==> config.mk <==
export PLATFORM = sky130hd
export DESIGN_NAME = dm_store_buffer
export DESIGN_NICKNAME = d
export VERILOG_FILES = /design/src/rtl/dm_store_buffer.sv
export SDC_FILE = /design/constraint.sdc
export NUM_CORES = 1
export LEC_CHECK = 0
export CAP_MARGIN = 0
export CORE_ASPECT_RATIO = 0.6
export CORE_MARGIN = 2
export CORE_UTILIZATION = 49
export DETAILED_ROUTE_END_ITERATION = 12
export PLACE_DENSITY = 0.75
export SYNTH_ARGS = -nofsm -noshare
export SYNTH_HDL_FRONTEND = slang
export SYNTH_SLANG_ARGS = --single-unit
==> constraint.sdc <==
create_clock -name clk -period 5.4 [get_ports clk]
set_clock_uncertainty 0.15 [all_clocks]
set_input_delay 0.54 -clock clk [delete_from_list [all_inputs] [get_ports clk]]
set_output_delay 0.54 -clock clk [all_outputs]
set_load 0.03 [all_outputs]
==> src/rtl/dm_store_buffer.sv <==
`default_nettype none
// ============================================================================
//  Module      : dm_store_buffer
//  Description : FIFO store buffer between the MEM-stage store path and the
//                data-memory write port. It queues word-addressed stores and
//                drains one per cycle while drain_en is high. It also flags
//                loads whose address matches any pending store.
//  Ports       : clk, reset (sync, active-high)
//                st_valid/st_addr/st_data/st_be -> st_ready   store enqueue
//                ld_valid/ld_addr -> ld_hazard               load hazard check
//                drain_en -> dm_we/dm_addr/dm_wdata/dm_be     DM write port
//                count, empty                                 occupancy
//  Revision    : 1.0  initial release
// ============================================================================
module dm_store_buffer #(
    parameter int DEPTH = 4,
    parameter int AW    = 12,
    parameter int DW    = 32
) (
    input  logic                       clk,
    input  logic                       reset,
    input  logic                       st_valid,
    input  logic [AW-1:0]              st_addr,
    input  logic [DW-1:0]              st_data,
    input  logic [3:0]                 st_be,
    output logic                       st_ready,
    input  logic                       ld_valid,
    input  logic [AW-1:0]              ld_addr,
    output logic                       ld_hazard,
    input  logic                       drain_en,
    output logic                       dm_we,
    output logic [AW-1:0]              dm_addr,
    output logic [DW-1:0]              dm_wdata,
    output logic [3:0]                 dm_be,
    output logic [$clog2(DEPTH):0]     count,
    output logic                       empty
);

    localparam int              c_PW    = $clog2(DEPTH);
    localparam logic [c_PW:0]   c_DEPTH = (c_PW+1)'(DEPTH);
    localparam logic [c_PW-1:0] c_PONE  = c_PW'(1);
    localparam logic [c_PW:0]   c_CONE  = (c_PW+1)'(1);

    logic [AW-1:0]    r_addr  [DEPTH];
    logic [DW-1:0]    r_data  [DEPTH];
    logic [3:0]       r_be    [DEPTH];
    logic [DEPTH-1:0] r_valid;
    logic [c_PW-1:0]  r_wr_ptr;
    logic [c_PW-1:0]  r_rd_ptr;
    logic [c_PW:0]    r_count;

    logic w_empty;
    logic w_enq;
    logic w_deq;
    logic w_hit;

    assign w_empty  = (r_count == '0);
    // Ready depends on occupancy only, so a same-cycle drain never opens a
    // slot for a store arriving while full.
    assign st_ready = (r_count != c_DEPTH);
    // A zero byte-enable request carries no data and is dropped.
    assign w_enq    = st_valid & st_ready & (st_be != 4'b0000);
    // The write strobe is suppressed during reset so pending stores being
    // discarded are never committed to DM at the reset edge.
    assign w_deq    = drain_en & ~w_empty & ~reset;

    assign dm_we    = w_deq;
    assign dm_addr  = w_empty ? '0 : r_addr[r_rd_ptr];
    assign dm_wdata = w_empty ? '0 : r_data[r_rd_ptr];
    assign dm_be    = w_empty ? '0 : r_be[r_rd_ptr];
    assign count    = r_count;
    assign empty    = w_empty;

    // Only registered entries are compared; the head being drained this
    // cycle is still valid and therefore still blocks the load.
    always_comb begin
        w_hit = 1'b0;
        for (int i = 0; i < DEPTH; i++) begin
            if (r_valid[i] && (r_addr[i] == ld_addr)) begin
                w_hit = 1'b1;
            end
        end
    end

    assign ld_hazard = ld_valid & w_hit;

    // Payload storage needs no reset: it is only observed through valid bits
    // and the empty mask.
    always_ff @(posedge clk) begin
        if (w_enq && !reset) begin
            r_addr[r_wr_ptr] <= st_addr;
            r_data[r_wr_ptr] <= st_data;
            r_be[r_wr_ptr]   <= st_be;
        end
    end

    always_ff @(posedge clk) begin
        if (reset) begin
            r_wr_ptr <= '0;
            r_rd_ptr <= '0;
            r_count  <= '0;
            r_valid  <= '0;
        end else begin
            if (w_enq) begin
                r_wr_ptr           <= r_wr_ptr + c_PONE;
                r_valid[r_wr_ptr]  <= 1'b1;
            end
            if (w_deq) begin
                r_rd_ptr           <= r_rd_ptr + c_PONE;
                r_valid[r_rd_ptr]  <= 1'b0;
            end
            // When full, enqueue is blocked, so wr_ptr == rd_ptr cannot be a
            // simultaneous set/clear of the same valid bit.
            case ({w_enq, w_deq})
                2'b10:   r_count <= r_count + c_CONE;
                2'b01:   r_count <= r_count - c_CONE;
                default: r_count <= r_count;
            endcase
        end
    end

endmodule
`default_nettype wire

# Word level (Yosys, flattened, before mapping)
# Memory sizes are Yosys's and may differ from the RTL's. A register that Yosys moved wholly into a read port is not among the register bits.
# Cells that the tools add are included.
word_totals:
  reg_bits: 11
  latchBits: 0
  mem_bits_rw: 192
  romBits: 0
  inputBits: 65
  out_inout_bits: 55
  word_cells: 66
  mem_count: 3
classes:
  addsub: 4
  multipliers: 0
  div: 0
  n_lt_le_gt_ge: 4
  eq_ne: 7
  shifts: 0
  muxes: 23
  bitwise_logic: 10
  reduce_logical: 11
memory_table:
  columns: ["memory", "words", "width", "rd", "rd_ports_with_merged_regs", "write_ports", "line_no", "source"]
  rows:
  - ["r_data", 4, 32, 1, 1, 1, "45", "logic [DW-1:0] r_data [DEPTH];"]
  - ["r_addr", 4, 12, 5, 1, 1, "44", "logic [AW-1:0] r_addr [DEPTH];"]
  - ["r_be", 4, 4, 1, 1, 1, "46", "logic [3:0] r_be [DEPTH];"]
ops:
  columns: ["operator", "n"]
  rows:
  - ["equality test 12 bit", 4]
  - ["two-way mux 32 bit", 1]
  - ["two-way mux 4 bit", 4]
  - ["two-way mux 12 bit", 1]
  - ["two-way mux 2 bit", 6]
  - ["two-way mux 1 bit", 8]
  - ["logical AND 1 bit", 7]
  - ["< comparator 2 x 3 -> 1 bit, second input constant", 2]
  - ["case mux 3 bit (2 select lines)", 1]
  - ["bitwise AND 1 bit", 5]
  - ["adder 2 x 1 -> 2 bit, second input constant", 2]
  - ["bitwise AND 4 bit", 1]
  - ["demux 1 bit (select 2 bit)", 2]
  - ["greater-or-equal comparator 2 x 1 -> 1 bit, second input constant", 2]
  - ["NOT 4 bit", 1]
  - ["bitwise OR 4 bit", 1]
  - ["nonzero test 4 bit", 1]
  - ["adder 3 x 1 -> 3 bit, second input constant", 1]
  - ["logical NOT 3 bit", 1]
  - ["inequality test 3 bit, second input constant", 1]
  - ["subtractor 3 x 1 -> 3 bit, second input constant", 1]
  - ["equality test 2 x 1 -> 1 bit, second input constant", 1]
  - ["equality test 2 bit, second input constant", 1]
  - ["NOT 1 bit", 2]
  - ["other kinds (2)", 2]

# Depth between registers and ports, before layout
logic_depth:
  depth_word: 9
  mapped_depth: 10
  depth_no_buf: 9

# Least setup slack after synthesis
# Ideal clock, no wire load.
synth_path:
  path_type: "register to register"
  startpoint: "register r_count[0], in the netlist count[0]"
  endpoint: "memory r_addr[0][0], enable pin"
  setup_ps: 523
  arrival_ps: 4850
  t_required_ps: 4727
  path_slack_ps: -123
  stages_incl_launch_ff: 6
  n_path_buf: 1
  synth_period_minus_slack_ps: 5523
  cell_sequence: "dfxtp_1 or3b_1 and3_1 buf_6 clkinv_4 nor3b_1"
synth_via:
  elab_chain_cells: 6
synth_lines:
  columns: ["element", "line_no", "source"]
  rows:
  - ["from (decl)", "50", "logic [c_PW:0] r_count;"]
  - ["from (signal assigned)", "115", "2'b10: r_count <= r_count + c_CONE;"]
  - ["from (signal assigned)", "116", "2'b01: r_count <= r_count - c_CONE;"]
  - ["from (signal assigned)", "117", "default: r_count <= r_count;"]
  - ["inequality test 3 bit", "60", "assign st_ready = (r_count != c_DEPTH);"]
  - ["net st_ready", "26", "output logic st_ready,"]
  - ["bitwise AND 1 bit (2 in a row)", "62", "assign w_enq = st_valid & st_ready & (st_be != 4'b0000);"]
  - ["logical AND 1 bit", "90", "if (w_enq && !reset) begin"]
  - ["two-way mux 1 bit", "90", null]
  - ["two-way mux 1 bit (not written as such)", "91", "r_addr[r_wr_ptr] <= st_addr;"]
  - ["to (decl)", "44", null]
# The timed path passes the listed nets, and every way through them passes these cells.

==> results by group <==
STA
  • Setup TNS: 0 ns
  • Rel. slew slack: between 20% and 30%
  • Final Hold Viols: 0
  • Period minus WS final: ~3.7 ns
  • Slew @ Worst Pin: between 1 and 1.5 ns
  • RSZ-0062 raised after global routing: false
  • Final Cycle Share: 69.3%
  • Fmax: ~0.27 GHz
  • Slew Limit Fails: 0
  • Final setup violation count: 0

Yosys
  • Mapped Area: 8500 um2
  • Ys async rst share: 0%
  • FF+latch count, synth: 205
  • Syn Nets: 530
  • Ys Warns: 0
  • Synth unique cells: 31
  • Sequential-to-total area share from yosys stat: 70.9%
  • EDFF count, synth: approximately 190
  • Post-Synthesis Cells: 455
  • Synthesized area per cell: 18.7 um2
  • Share of the synthesized area in the top cell type: 67.8%
  • Yosys top cell by area: edfxtp_1
  • Synth area leaders: edfxtp_1, mux4_2, xnor2_1
  • Top FF cell, synth: edfxtp_1

Clocking
  • CTS tree: done
  • CTS Buf Count: 20
  • Hold-fix buffers, CTS: 0
  • H-tree depth: 1
  • Deepest clock path buffer count: 3
  • Clock Sinks: about 200
  • CTS Root Buffer Type: clkbuf_16
  • Clock slew at reported path FFs: roughly 0.060 ns
  • Clock Latency Late Sink: slightly below 0.5 ns
  • Post-CTS Resized: 0
  • Post-CTS setup buffers: 0

Global routing
  • Largest net degree at the start of global routing: approximately 50
  • Gr ovfl total: 0
  • Initial antenna violation count: 2
  • Vias in the first global route: between 4,000 and 5,000
  • First-pass GRT wire length: approximately 27,000 um
  • Gr usage total: 19.1%

Route
  • Initial DRC Count: 393
  • DR DRC count: 0
  • Detail Route Antenna Nets: 0
  • DR vias: around 4,500
  • DR WL met3: around 1500 um
  • Max Used Layer: met5
  • Drt wl/cell: 21.3 um
  • Vias/cell: 5.50
  • Post-Route M1 WL: just under 8000 um
  • Final wirelength: about 18,000 um
  • TritonRoute pass-1 iters: 5
  • Met2 WL: 8030 um

Finish
  • Register Area: between 6000 and 7000 um2
  • Layout cells sized above 1: around 16%
  • Area of the multi-input gates: roughly 2300 um2
  • Post-route insts no fill: approximately 830
  • Layout area overhead: 24.5%
  • Nets@finish: about 650
  • Fillers: about 1,200

Floorplanning
  • Effective utilization at floorplan: 49.8%
  • Die X: between 150 and 200 um
  • Placement row count: 37
  • Die area: ~18,000 um2
  • Core box area: 17,100 um2
  • Die height: 106 um
  • I/O pin cnt: between 100 and 150

Critical path
  • Cells along the critical path: buf_4 -> mux4_2 -> nor2b_1 -> clkdlybuf4s50_1
  • WS Path Type: flop to output port
  • Crit path capture type: output port
  • WP data arrival: ~3.1 ns
  • CP peak stage delay: 0.84 ns
  • Setup crit start kind: flop
  • Crit path required time: roughly 4.7 ns
  • WP buf/inv: 2
  • CP max FO: 26
  • Cell family with most CP delay: buffers and inverters
  • Worst path slowest cell: dfxtp_2

Pwr
  • Clock Power Share: 30.5%
  • Pleak: approximately 0.0033 uW
  • Max rail drop VDD: roughly 0.00024 V
  • Switching portion of total power: about 29%
  • Part of the power in registers: 43.9%
  • Sw power: about 1300 uW
  • Comb pwr share: 25.7%
  • Pwr dens: 413 nW/um2
  • Internal: around 3100 uW

Place
  • Input/output buffers: around 120
  • Detailed placement HPWL: about 11,000 um
  • GP Congestion: 0.785
  • DP Cell Count: 788

Status
  • Status: finished clean

Flow run
  • Maxcap violations: 0

Min path
  • Worst hold path type: flop to flop
-- final cells by class --
cell class | count | area share (%)
sequential | 205 | 57.0
multi-input combinational | 211 | 22.0
timing repair buffer | 130 | 12.0
clock buffer | 26 | 5.13
tap | 234 | 2.76
clock inverter | 10 | 0.803
inverter | 8 | 0.331
antenna | 1 | 0.0236
-- metal layers --
metal	global-route usage (%)	vias to the layer above
li1	-	1992
met1	27.8	2323
met2	29.7	203
met3	5.04	21
met4	3.60	2
met5	0	-
-- power groups by stage --
stage	Combinational (uW)	Clock [uW]	Sequential, uW
after CTS	1130	1360	1920
after detailed placement	1120	0	1960
after global routing	1180	1410	1930
after global placement	1120	0	1950
after floorplan	748	0	1880
final	1120	1330	1920
-- metrics by stage --
stage | hold slack [ns] | area, um2 | util (%) | total power (uW) | setup slack (ns)
floorplan | 0.344 | 8500 | - | 2630 | -0.123
global placement | 0.387 | 9960 | 58.3 | 3070 | 1.87
detailed placement | 0.407 | 9960 | 58.3 | 3080 | 1.74
CTS | 0.420 | 10600 | 62.0 | 4420 | 1.61
global route | 0.444 | 10600 | 62.0 | 4530 | 1.53
finish | 0.423 | 10600 | 62.0 | 4370 | 1.66
-- registers in the layout, indices dropped and copies added (netlist names), named ones only --
signal / cells
count: 3
r_data: 128
r_valid: 4
r_be: 16
r_wr_ptr: 2
r_addr: 48
r_rd_ptr: 2
-- logic make-up (layout without fill, tap and decap cells) --
| kind of cell | after synthesis | after routing | synth area share (%) |
|---|---|---|---|
| fa+ha+maj | 10 | 10 | 1.56 |
| compound gates | 12 | 12 | 0.898 |
| other cells | 0 | 1 | 0 |
| buf+inv | 39 | 174 | 2.08 |
| mux | 50 | 50 | 13.0 |
| xor+xnor | 52 | 52 | 5.36 |
| simple gates | 87 | 87 | 6.28 |
| flops | 205 | 205 | 70.9 |
-- cells in the final DEF (no fill, tap or decap), types with 3 or more instances in the layout --
master / synthesis / routed
nand3_1: 4 / 4
clkbuf_16: 0 / 20
dfxtp_1: 13 / 11
edfxtp_1: 192 / 192
xnor2_1: 50 / 50
clkinv_2: 0 / 3
a21oi_1: 6 / 6
nor4_1: 4 / 4
nor3b_2: 0 / 4
nand4_1: 8 / 8
nand2_1: 4 / 4
nor2_1: 8 / 8
nor2b_1: 40 / 40
a211oi_1: 4 / 4
inv_1: 7 / 7
buf_4: 3 / 11
ha_1: 9 / 9
mux4_2: 48 / 48
clkbuf_1: 22 / 4
and2b_1: 10 / 10
clkinv_1: 0 / 4
clkdlybuf4s50_1: 0 / 119
-- synthesized netlist by cell type (2+ instances only) --
cell      number
edfxtp_1     192
xnor2_1       50
mux4_2        48
nor2b_1       40
clkbuf_1      22
dfxtp_1       13
and2b_1       10
ha_1           9
nand4_1        8
nor2_1         8
inv_1          7
a21oi_1        6
buf_2          5
a211oi_1       4
nand2_1        4
nand3_1        4
nor3b_1        4
nor4_1         4
buf_4          3
mux2i_1        2
xor2_1         2
-- final timing paths --
path                          from                    end  depth (start not counted)  slack [ns]
min          r_valid[3]$_SDFF_PP0_  r_valid[3]$_SDFF_PP0_                          2        0.42
min reg2reg  r_valid[3]$_SDFF_PP0_  r_valid[3]$_SDFF_PP0_                          2        0.42
max                           flop            dm_wdata[7]                          4        1.66
max reg2reg  count[0]$_SDFFE_PP0P_  count[2]$_SDFFE_PP0P_                          9        2.30
-- worst min-delay path: stages, from the launching register on --
cell	delay, ns
dfxtp_1	0.32
a21oi_1	0.14
a211oi_1	0.06
Note: power is estimated with default switching activity, not from simulation.
